===== config.mk =====
export PLATFORM = sky130hd
export DESIGN_NAME = board_cursor_ctrl
export DESIGN_NICKNAME = d
export VERILOG_FILES = /design/src/rtl/board_cursor_ctrl.sv
export SDC_FILE = /design/constraint.sdc
export NUM_CORES = 1
export LEC_CHECK = 0
export CORE_ASPECT_RATIO = 0.6
export CORE_MARGIN = 8
export CORE_UTILIZATION = 65
export CTS_BUF_LIST = sky130_fd_sc_hd__clkbuf_8
export CTS_CLUSTER_DIAMETER = 30
export DETAILED_ROUTE_END_ITERATION = 7
export DONT_BUFFER_PORTS = 1
export GPL_ROUTABILITY_DRIVEN = 0
export MAX_ROUTING_LAYER = met4
export PLACE_DENSITY = 0.84
export SLEW_MARGIN = 30
export SYNTH_ARGS = -nofsm -noshare
export SYNTH_HDL_FRONTEND = slang
export SYNTH_SLANG_ARGS = --single-unit

===== constraint.sdc =====
create_clock -name clk -period 4.6 [get_ports clk]
set_input_delay 0.46 -clock clk [delete_from_list [all_inputs] [get_ports clk]]
set_output_delay 0.46 -clock clk [all_outputs]
set_load 0.05 [all_outputs]

===== src/rtl/board_cursor_ctrl.sv =====
// Push-button front end for the checkers game: debounced 8x8 cursor plus committed select_loc.
// Optional macro BOARD_CURSOR_LEGAL_FILTER_EN restricts destination commits to legal_move slots.
//
// state | meaning
// PICK  | waiting for a select press on an occupied square (piece to move)
// DEST  | waiting for a select press on the destination square
// WAIT  | game logic rewriting the board; select presses refused until settle count expires
module board_cursor_ctrl #(
    parameter int DEBOUNCE_CYCLES = 500000,
    parameter int SETTLE_CYCLES   = 8
) (
    input  logic         clk,
    input  logic         rst,
    input  logic         key_up_n,
    input  logic         key_down_n,
    input  logic         key_left_n,
    input  logic         key_right_n,
    input  logic         key_sel_n,
    input  logic [191:0] serialized_board,
    input  logic [27:0]  legal_move,
    output logic [5:0]   cursor_loc,
    output logic [5:0]   select_loc,
    output logic [1:0]   phase,
    output logic         commit_pulse,
    output logic         reject_pulse
);

    localparam int DB_W = (DEBOUNCE_CYCLES > 1) ? $clog2(DEBOUNCE_CYCLES) : 1;
    localparam int ST_W = (SETTLE_CYCLES > 1) ? $clog2(SETTLE_CYCLES) : 1;
    localparam logic [DB_W-1:0] DB_RELOAD = DB_W'(DEBOUNCE_CYCLES - 1);
    localparam logic [ST_W-1:0] ST_RELOAD = ST_W'(SETTLE_CYCLES - 1);

    typedef enum logic [1:0] {
        PICK = 2'd0,
        DEST = 2'd1,
        WAIT = 2'd2
    } phase_t;

    logic [4:0] keys_n;
    logic [4:0] press;

    assign keys_n = {key_sel_n, key_right_n, key_left_n, key_down_n, key_up_n};

    for (genvar k = 0; k < 5; k++) begin : g_db
        logic            sync1;
        logic            sync2;
        logic            level;
        logic [DB_W-1:0] cnt;

        always_ff @(posedge clk or negedge rst) begin
            if (!rst) begin
                sync1 <= 1'b1;
                sync2 <= 1'b1;
                level <= 1'b1;
                cnt   <= DB_RELOAD;
            end else begin
                sync1 <= keys_n[k];
                sync2 <= sync1;
                if (sync2 == level) begin
                    cnt <= DB_RELOAD;
                end else if (cnt == '0) begin
                    level <= sync2;
                    cnt   <= DB_RELOAD;
                end else begin
                    cnt <= cnt - 1'b1;
                end
            end
        end

        // High on the cycle the accepted level falls, so consumers act on the same edge
        assign press[k] = level & ~sync2 & (cnt == '0);
    end

    logic press_up, press_down, press_left, press_right, press_sel;
    assign press_up    = press[0];
    assign press_down  = press[1];
    assign press_left  = press[2];
    assign press_right = press[3];
    assign press_sel   = press[4];

    logic [2:0] cur_x, cur_y, x_next, y_next;
    assign cur_x = cursor_loc[5:3];
    assign cur_y = cursor_loc[2:0];

    always_comb begin
        x_next = cur_x;
        y_next = cur_y;
        if (press_right && !press_left && cur_x != 3'd7)
            x_next = cur_x + 3'd1;
        else if (press_left && !press_right && cur_x != 3'd0)
            x_next = cur_x - 3'd1;
        if (press_up && !press_down && cur_y != 3'd7)
            y_next = cur_y + 3'd1;
        else if (press_down && !press_up && cur_y != 3'd0)
            y_next = cur_y - 3'd1;
    end

    always_ff @(posedge clk or negedge rst) begin
        if (!rst)
            cursor_loc <= 6'd0;
        else
            cursor_loc <= {x_next, y_next};
    end

    logic [63:0] occupied;
    for (genvar sq = 0; sq < 64; sq++) begin : g_occ
        assign occupied[sq] = serialized_board[3*sq+2];
    end

    logic unused_board;
    assign unused_board = ^serialized_board;

`ifdef BOARD_CURSOR_LEGAL_FILTER_EN
    logic legal_hit;
    always_comb begin
        legal_hit = 1'b0;
        for (int i = 0; i < 4; i++) begin
            if (legal_move[7*i+6] && legal_move[7*i +: 6] == cursor_loc)
                legal_hit = 1'b1;
        end
    end
`else
    logic unused_legal;
    assign unused_legal = ^legal_move;
`endif

    phase_t          state;
    logic [ST_W-1:0] settle_cnt;

    assign phase = state;

    // select_loc holds the picked origin while in DEST, so no separate origin register
    always_ff @(posedge clk or negedge rst) begin
        if (!rst) begin
            state        <= PICK;
            select_loc   <= 6'd0;
            commit_pulse <= 1'b0;
            reject_pulse <= 1'b0;
            settle_cnt   <= '0;
        end else begin
            commit_pulse <= 1'b0;
            reject_pulse <= 1'b0;
            case (state)
                PICK: begin
                    if (press_sel) begin
                        if (occupied[cursor_loc]) begin
                            select_loc   <= cursor_loc;
                            commit_pulse <= 1'b1;
                            state        <= DEST;
                        end else begin
                            reject_pulse <= 1'b1;
                        end
                    end
                end
                DEST: begin
                    if (press_sel) begin
`ifdef BOARD_CURSOR_LEGAL_FILTER_EN
                        if (cursor_loc == select_loc) begin
                            state <= PICK;
                        end else if (legal_hit) begin
                            select_loc   <= cursor_loc;
                            commit_pulse <= 1'b1;
                            state        <= WAIT;
                            settle_cnt   <= ST_RELOAD;
                        end else begin
                            reject_pulse <= 1'b1;
                        end
`else
                        select_loc   <= cursor_loc;
                        commit_pulse <= 1'b1;
                        state        <= WAIT;
                        settle_cnt   <= ST_RELOAD;
`endif
                    end
                end
                WAIT: begin
                    if (press_sel)
                        reject_pulse <= 1'b1;
                    if (settle_cnt == '0)
                        state <= PICK;
                    else
                        settle_cnt <= settle_cnt - 1'b1;
                end
                default: state <= PICK;
            endcase
        end
    end

endmodule

==> results of run 1 <==
-- critical path, cell delays in order, from the launching register on --
cell and delay [ns]:
dfstp_2 0.40, or4_4 0.56, or4_4 0.50, or3_1 0.53, nor2_4 0.21, nand2_1 0.09, fa_1 0.48, nor2_2 0.22
a211oi_1 0.11, a2111oi_2 0.38
-- worst max path at each step --
stage,to,startpoint,cells past startpoint,slack (ns)
after floorplan,cursor_loc[2]$_DFFE_PN0P_,g_db[0].cnt[3]$_DFF_PN1_,11,1.40
after global placement,cursor_loc[1]$_DFFE_PN0P_,g_db[0].cnt[3]$_DFF_PN1_,9,1.29
after detailed placement,cursor_loc[2]$_DFFE_PN0P_,g_db[0].cnt[3]$_DFF_PN1_,9,1.10
after CTS,cursor_loc[2]$_DFFE_PN0P_,g_db[0].cnt[3]$_DFF_PN1_,9,1.01
after global routing,cursor_loc[2]$_DFFE_PN0P_,g_db[0].cnt[3]$_DFF_PN1_,9,0.82
final,cursor_loc[2]$_DFFE_PN0P_,g_db[0].cnt[3]$_DFF_PN1_,9,1.03
-- cell type report --
type                       count  area (µm²)
clock inverter                13         138
sequential                   129        3320
tap                          139         174
inverter                      23        86.3
clock buffer                  19         262
timing repair buffer           7        85.1
antenna                        2        5.00
multi-input combinational    506        3330
fill                         713        3010
-- power by group through the flow --
stage               Clock [µW]  Sequential [µW]  Combinational [µW]
floorplan                    0             1190                48.4
global placement             0             1190                55.3
detailed placement           0             1190                59.3
CTS                        976             1170                84.5
global route              1020             1180                98.0
finish                     956             1170                84.5
-- routing by layer --
layer	vias to the layer above	global-route usage [%]	routed length (µm)	part of all wire [%]
li1	2386	-	-	-
met1	2414	25.7	6240	43
met2	160	34.3	6850	48
met3	31	5.59	997	6.9
met4	0	9.96	323	2.2
met5	-	-	0	0
-- cells in the mapped netlist, types with 4 or more instances --
cell / count / share of area (%)
nor2_1: 90 / 4.9
nand2_1: 73 / 4.0
dfstp_2: 70 / 27
dfrtp_1: 59 / 22
xnor2_1: 58 / 7.4
nor3_1: 31 / 2.3
inv_1: 23 / 1.3
mux2i_1: 20 / 2.9
nand2b_1: 20 / 1.8
nor4_1: 18 / 1.6
a21oi_1: 16 / 1.2
mux2_2: 14 / 2.3
or4_1: 13 / 1.4
ha_1: 12 / 2.2
or3_1: 12 / 1.1
clkbuf_1: 11 / 0.60
nand3_1: 11 / 0.80
xor2_1: 11 / 1.4
buf_2: 10 / 0.73
o21ai_0: 10 / 0.73
o22ai_1: 10 / 0.91
nor2b_1: 8 / 0.73
nor3b_1: 6 / 0.66
a211oi_1: 5 / 0.55
o31ai_1: 5 / 0.55
or2_2: 5 / 0.46
a31oi_1: 4 / 0.36
and3_1: 4 / 0.36
or4_4: 4 / 0.66
-- kinds of logic after synthesis --
family	synth area share, %
buf+inv	3.14
simple gates	23.2
xor+xnor	8.80
compound gates	7.42
flops	48.3
fa+ha+maj	2.77
mux	6.36
-- stage by stage --
stage	hold WS (ns)	setup slack (ns)	total power, µW	util [%]	area (µm²)
3_3_place_gp	0.169	1.29	1250	66.4	6920
2_1_floorplan	0.164	1.40	1240	-	6860
5_1_grt	0.0356	0.818	2290	71.1	7400
6_report	-0.0578	1.03	2210	71.1	7400
3_5_place_dp	0.169	1.10	1250	66.4	6920
4_1_cts	0.000786	1.01	2230	70.7	7370
-- placed cells by master (no fill, tap or decap), types with 6 or more instances in the layout --
cell type / n
nor2_1: 90
nand2_1: 73
dfstp_2: 70
xnor2_1: 58
dfrtp_1: 57
nor3_1: 31
inv_1: 23
nand2b_1: 20
mux2i_1: 20
clkbuf_8: 19
nor4_1: 18
a21oi_1: 16
mux2_2: 14
or4_1: 13
or3_1: 12
ha_1: 12
nand3_1: 11
xor2_1: 11
o21ai_0: 10
o22ai_1: 10
nor2b_1: 8
nor3b_1: 6
-- repair_timing --
action / CTS / global route
hold buffers: 3 / 3
resized for setup: 0 / 0
hold endpoints to repair: 131 / 3
-- registers in the layout, indices dropped and copies added (netlist names) --
signal,cells
g_db.level,5
g_db.sync2,5
commit_pulse,1
g_db.cnt,95
reject_pulse,1
cursor_loc,6
select_loc,6
g_db.sync1,5
settle_cnt,3
phase,2
==> impl_metrics.json, run 1 <==
{
  "cts_root_buf": "clkbuf_8",
  "synth-async-reset-ratio_pct": 100,
  "track_usage_pct": 21.6,
  "status": "finished with violations",
  "startpoint_type": "flop",
  "finClkSkew_ns": 0.00984,
  "post-cts-setup-buffers": 0,
  "r2r_setup_slack_ns": 1.03,
  "power.share.sequential_pct": 53.0,
  "arrival_ns": 3.89,
  "dr.pass1.iters": 5,
  "synth_cells": 683,
  "hp-class": "primary input to async pin",
  "dpl.hpwl_um": 10300,
  "clkSlewWorstSetupHoldPaths_ns": 0.08,
  "synth_fp_nets": 924,
  "rsz0062_at_grt": "false",
  "die_h_um": 95.6,
  "path_max_fanout": 7,
  "p_leak_uw": 0.00285,
  "p_clk_share_pct": 43.2,
  "p_switching_uw": 511,
  "cts.sinks": 129,
  "cts_buffers": 17,
  "worstSkewPairLatency_ns": 0.43,
  "clockBufferDepth": 2,
  "grt_pass1_vias": 4895,
  "drive_gt1_share_pct": 20.4,
  "die_area_um2": 14200,
  "avgSynthCellArea_um2": 10.0,
  "setup_viol": 0,
  "internal_power_uw": 1700,
  "fin_crit_ns": 3.57,
  "path_class": "flop to flop",
  "synth_edf_count": 0,
  "syn2layout_area_growth_pct": 7.82,
  "yosysUniqueCellTypes": 61,
  "gr-total-overflow": 0,
  "final_cells": 838,
  "die_w_um": 149,
  "antenna_found_initial": 2,
  "switching_share_pct": 23.1,
  "fin_nets": 925,
  "maxSlewViolCount": 0,
  "ir_drop_v": 0.000189,
  "yosys_warnings": 0,
  "crit_path_end_kind": "flop",
  "dp_cells": 798,
  "vias": 4991,
  "routed_wl_um": 14400,
  "port_buffers": 0,
  "drt_iter0_drc": 232,
  "max_slew_margin_pct": 34.7,
  "maxCapViolCount": 0,
  "worstRegToRegCells": 9,
  "coreArea_um2": 10400,
  "grt_pass1_wl_um": 23700,
  "p_per_area_nw_per_um2": 299,
  "ant_nets": 0,
  "vias_per_cell": 5.96,
  "max_freq_mhz": 280,
  "synthesis.area_um2": 6860,
  "hold_ws_ns": -0.0578,
  "finalHoldViolCount": 13,
  "tightest_slew_ns": 0.979,
  "row_count": 29,
  "grt_max_degree": 130,
  "r2r_start": "g_db[0].cnt[3]$_DFF_PN1_",
  "wire_per_inst_um": 17.2,
  "ys.flop_type": "dfstp_2",
  "violations": "negative hold slack",
  "drc": 0,
  "setup_tns_ns": 0,
  "fin_crit_sh_pct": 77.7,
  "regToRegEndpoint": "cursor_loc[2]$_DFFE_PN0P_",
  "h-tree-depth": 4,
  "synth-seq-cells": 129,
  "synth.yosys.seq_area_share_pct": 48.3,
  "combPwrFrac_pct": 3.8,
  "critPathRequiredTime_ns": 4.92,
  "start_util_pct": 65.9,
  "cts_tree": "yes",
  "io_pins": 243
}
Note: power is estimated with default switching activity, not from simulation.
==> inputs of run 2 (changes only) <==
- clock period: 4.6 -> 3.5 ns (I/O delays scaled with it)
==> run 2 against run 1 <==
  * The flow now finishes without violations
  * Design area is 1.6% higher
  * Critical path depth stayed put
  * Clock skew hardly changed
  * Global-route usage is 1.4 points higher
  * Final cell count is 1.3% higher
  * Worst setup slack worse by 0.90 ns
  * Clock power is 38% higher
  * Count of clock-buffer cells in the layout is 1 higher
  * Worst hold slack better by 0.41 ns
  * Core utilization is 1.1 points higher
==> impl_metrics.json, run 2 (same netlist as run 1, synthesis figures left out) <==
{
  "path_max_fanout": 6,
  "tightest_slew_ns": 0.929,
  "coreArea_um2": 10400,
  "top_register": "g_db.cnt",
  "diodes": 0,
  "arrival_ns": 3.74,
  "final_common_cell": "nor2_1",
  "setup_tns_ns": 0,
  "drt_iter0_drc": 278,
  "r2r_start": "g_db[0].cnt[3]$_DFF_PN1_",
  "finalHoldViolCount": 0,
  "gr-total-overflow": 0,
  "syn2layout_area_growth_pct": 9.50,
  "grt_max_degree": 130,
  "clkSlewWorstSetupHoldPaths_ns": 0.08,
  "layout_common_cells": "nor2_1 (90), nand2_1 (73), dfstp_2 (70)",
  "dpl.hpwl_um": 10800,
  "crit_path_end_kind": "flop",
  "io_pins": 243,
  "antenna_found_initial": 0,
  "max_freq_mhz": 297,
  "routed_wl_um": 15200,
  "h-tree-depth": 4,
  "track_usage_pct": 23.0,
  "rsz0062_at_grt": "false",
  "vias": 5116,
  "port_buffers": 0,
  "die_h_um": 95.6,
  "row_count": 29,
  "place_ws_ns": 0.146,
  "cts_buffers": 17,
  "setup_viol": 0,
  "cts.sinks": 129,
  "fin_crit_sh_pct": 96.3,
  "dr.pass1.iters": 5,
  "start_util_pct": 65.9,
  "maxCapViolCount": 0,
  "path_class": "flop to flop",
  "clockBufferDepth": 2,
  "crit_start": "g_db[0].cnt[3]$_DFF_PN1_",
  "fin_ws_ns": 0.128,
  "maxSlewViolCount": 0,
  "startpoint_type": "flop",
  "vias_per_cell": 6.03,
  "grt_pass1_vias": 5291,
  "post-cts-setup-buffers": 0,
  "top_regs": "g_db.cnt (95), cursor_loc (6), select_loc (6)",
  "grt_pass1_wl_um": 25500,
  "drc": 0,
  "finClkSkew_ns": 0.0102,
  "hold_ws_ns": 0.356,
  "wire_per_inst_um": 18.0,
  "cts_tree": "yes",
  "hp-class": "flop to flop",
  "p_leak_uw": 0.00294,
  "p_per_area_nw_per_um2": 396,
  "hp-start": "g_db[3].sync1$_DFF_PN1_",
  "ir_drop_v": 0.000344,
  "worstSkewPairLatency_ns": 0.43,
  "status": "finished clean",
  "ant_nets": 0,
  "largest_register_ffs": 95,
  "critPathRequiredTime_ns": 3.87,
  "fin_nets": 938,
  "die_area_um2": 14200,
  "cts_root_buf": "clkbuf_8",
  "drive_gt1_share_pct": 21.7,
  "fin_crit_ns": 3.37,
  "max_slew_margin_pct": 38.1,
  "die_w_um": 149
}
-- run 2: repair_timing --
action                                  in CTS  in global routing
hold buffers                                 7                  0
hold endpoints to repair                   134                  0
endpoints found under the setup margin       0                  2
gates resized for setup                      0                  1
-- run 2: critical path, cell delays in order (launching register included) --
cell      delay (ns)
dfstp_2         0.39
or4_4           0.56
or4_4           0.44
or3_4           0.45
nor2_4          0.16
nand2_1         0.09
fa_1            0.60
mux2i_1         0.13
a211oi_1        0.32
o21a_1          0.17
-- run 2: final timing paths --
check / end / slack [ns] / cells past startpoint
setup / recovery: cursor_loc[1]$_DFFE_PN0P_ / 0.13 / 9
hold reg to reg: g_db[3].sync2$_DFF_PN1_ / 0.36 / 0
hold / removal: g_db[3].sync2$_DFF_PN1_ / 0.36 / 0
max in group asynchronous: cursor_loc[0]$_DFFE_PN0P_ / 2.44 / 2
min in group asynchronous: g_db[0].cnt[6]$_DFF_PN0_ / 0.49 / 2
setup reg to reg: cursor_loc[1]$_DFFE_PN0P_ / 0.13 / 9
-- run 2: layer usage --
| layer | track usage (%) | up-vias | part of all wire [%] |
|---|---|---|---|
| li1 | - | 2413 | - |
| met2 | 39.8 | 185 | 50 |
| met5 | - | - | 0 |
| met3 | 6.82 | 20 | 7.3 |
| met4 | 6.16 | 0 | 1.1 |
| met1 | 25.9 | 2498 | 42 |
-- run 2: stage by stage --
stage          power, µW  utilization, %  instance area, µm²  std cells
6_report            2980            72.2                7520        849
5_1_grt             3080            72.2                7520        849
4_1_cts             3010            72.1                7510        849
3_5_place_dp        1650            67.3                7010        810
3_3_place_gp        1640            67.3                7010        810
2_1_floorplan       1630               -                6860        683
-- run 2: area by class of cell --
class / count / area [µm²]
clock buffers: 20 / 275
clock inverters: 12 / 139
fillers: 695 / 2900
inverters: 23 / 86.3
multi-input cells: 506 / 3340
flip-flops and latches: 129 / 3320
well taps: 139 / 174
repair buffers: 20 / 185
-- run 2: where the power goes --
group	total, µW	leakage [µW]	internal, µW	switching (µW)
Combinational	114	0.00117	42.3	72.0
Clock	1320	0.000215	751	571
Sequential	1540	0.00156	1530	13.9
Total	2980	0.00294	2320	657
==> inputs of run 3 (changes only) <==
- CORE_ASPECT_RATIO: 0.6 -> 1.75
- SETUP_SLACK_MARGIN: not set -> 0.05
==> run 3 against run 2 <==
  * Final cell count fell by 1.2%
  * Clock skew rose by 0.0012 ns
  * Via count fell by 0.76%
  * Sequential cell count did not move
  * Clock power barely moved
  * Non-clock buffer count rose by 1
  * Highest routed layer unchanged
==> impl_metrics.json, run 3 (same netlist as run 1, synthesis figures left out) <==
{
  "vias": 5077,
  "holdPathEnd": "g_db[4].sync2$_DFF_PN1_",
  "clockBufferDepth": 2,
  "die_h_um": 152,
  "top_register": "g_db.cnt",
  "top_regs": "g_db.cnt (95), cursor_loc (6), select_loc (6)",
  "fin_nets": 939,
  "tightest_slew_ns": 0.893,
  "cts_root_buf": "clkbuf_8",
  "track_usage_pct": 21.4,
  "r2r_setup_slack_ns": 0.23,
  "regToRegEndpoint": "cursor_loc[1]$_DFFE_PN0P_",
  "antenna_found_initial": 1,
  "finalHoldViolCount": 0,
  "clkSlewWorstSetupHoldPaths_ns": 0.08,
  "worstSkewPairLatency_ns": 0.43,
  "die_w_um": 93.7,
  "cts_tree": "yes",
  "max_freq_mhz": 306,
  "dr.pass1.iters": 4,
  "dpl.hpwl_um": 10300,
  "start_util_pct": 66.6,
  "drt_iter0_drc": 359,
  "p_per_area_nw_per_um2": 393,
  "hp-start": "g_db[4].sync1$_DFF_PN1_",
  "finClkSkew_ns": 0.0114,
  "worstRegToRegCells": 9,
  "startpoint_type": "flop",
  "crit_path_end_kind": "flop",
  "layout_common_cells": "nor2_1 (90), nand2_1 (73), dfstp_2 (70)",
  "fin_crit_sh_pct": 93.4,
  "fin_util_pct": 72.8,
  "grt_pass1_vias": 5318,
  "gr-total-overflow": 0,
  "setup_tns_ns": 0,
  "critPathRequiredTime_ns": 3.87,
  "io_pins": 243,
  "p_leak_uw": 0.00293,
  "maxCapViolCount": 0,
  "min_path_cells": 0,
  "syn2layout_area_growth_pct": 9.31,
  "grt_pass1_wl_um": 24100,
  "status": "finished clean",
  "r2r_start": "g_db[0].cnt[3]$_DFF_PN1_",
  "path_max_fanout": 7,
  "drc": 0,
  "max_slew_margin_pct": 40.5,
  "arrival_ns": 3.64,
  "ant_nets": 0,
  "coreArea_um2": 10300,
  "vias_per_cell": 6.05,
  "path_class": "flop to flop",
  "totalPowerFinal_uw": 2950,
  "largest_register_ffs": 95,
  "port_buffers": 0,
  "routed_wl_um": 14400,
  "rsz0062_at_grt": "false",
  "final_common_cell": "nor2_1",
  "hp-class": "flop to flop",
  "grt_max_degree": 130,
  "ir_drop_v": 0.000284,
  "row_count": 49,
  "h-tree-depth": 4,
  "setup_viol": 0,
  "die_area_um2": 14200,
  "maxSlewViolCount": 0,
  "drive_gt1_share_pct": 21.5,
  "cts.sinks": 129,
  "wire_per_inst_um": 17.2,
  "cts_buffers": 17,
  "fin_crit_ns": 3.27
}
-- run 3: cell count changes in the layout (fill, tap and decap cells not counted), sizes merged --
cell | before | now
diode | 0 | 1
clkinvlp | 2 | 5
clkinv | 6 | 3
clkbuf | 20 | 17
buf | 14 | 15
inv | 24 | 27
-- run 3: power breakdown --
part | total (µW) | internal, µW | switching [µW]
clock | 1290 | 698 | 594
sequential | 1540 | 1530 | 13.8
combinational | 112 | 41.7 | 70.0
total | 2950 | 2270 | 677
-- run 3: metrics by stage --
| stage | hold WS, ns | worst slack, ns | std cells | area, µm² |
|---|---|---|---|---|
| 5_1_grt | 0.360 | 0.0835 | 839 | 7500 |
| 3_3_place_gp | 0.0585 | 0.221 | 799 | 7000 |
| 4_1_cts | 0.359 | 0.103 | 838 | 7490 |
| 3_5_place_dp | 0.0590 | 0.136 | 799 | 7000 |
| 6_report | 0.355 | 0.233 | 839 | 7500 |
| 2_1_floorplan | 0.0544 | 0.296 | 683 | 6860 |
-- run 3: worst max-delay path by stage --
stage	startpoint	endpoint
after detailed placement	g_db[0].cnt[3]$_DFF_PN1_	cursor_loc[2]$_DFFE_PN0P_
after CTS	g_db[0].cnt[3]$_DFF_PN1_	cursor_loc[2]$_DFFE_PN0P_
final	g_db[0].cnt[3]$_DFF_PN1_	cursor_loc[1]$_DFFE_PN0P_
after global placement	g_db[0].cnt[3]$_DFF_PN1_	cursor_loc[1]$_DFFE_PN0P_
after global routing	g_db[3].cnt[14]$_DFF_PN0_	cursor_loc[4]$_DFFE_PN0P_
after floorplan	g_db[0].cnt[3]$_DFF_PN1_	cursor_loc[2]$_DFFE_PN0P_
-- run 3: area by class of cell --
class | instances | area [µm²]
fillers | 688 | 2800
flip-flops and latches | 129 | 3320
multi-input cells | 506 | 3340
clock buffers | 17 | 234
diodes | 1 | 2.50
repair buffers | 21 | 193
inverters | 23 | 86.3
well taps | 127 | 159
clock inverters | 15 | 170
-- run 3: timing repair --
action	in CTS	in global routing
resized for setup	0	2
hold buffers	7	0
endpoints found under the setup margin	0	2
buffers inserted	0	0
hold endpoints to repair	134	0
-- run 3: critical path, stage by stage, from the launching register on --
cell and delay [ns]:
dfstp_2 0.40, or4_4 0.55, or4_4 0.49, or3_4 0.45, nor2_4 0.14, nand2_1 0.08
fa_1 0.57, mux2i_1 0.11, a211oi_1 0.26, o21a_1 0.15
-- run 3: routing by layer --
layer	vias up	global-route usage [%]	share of wire, %
li1	2400	-	-
met1	2489	20.7	36
met2	159	37.6	55
met3	29	6.61	6.7
met4	0	9.05	2.4
met5	-	-	0
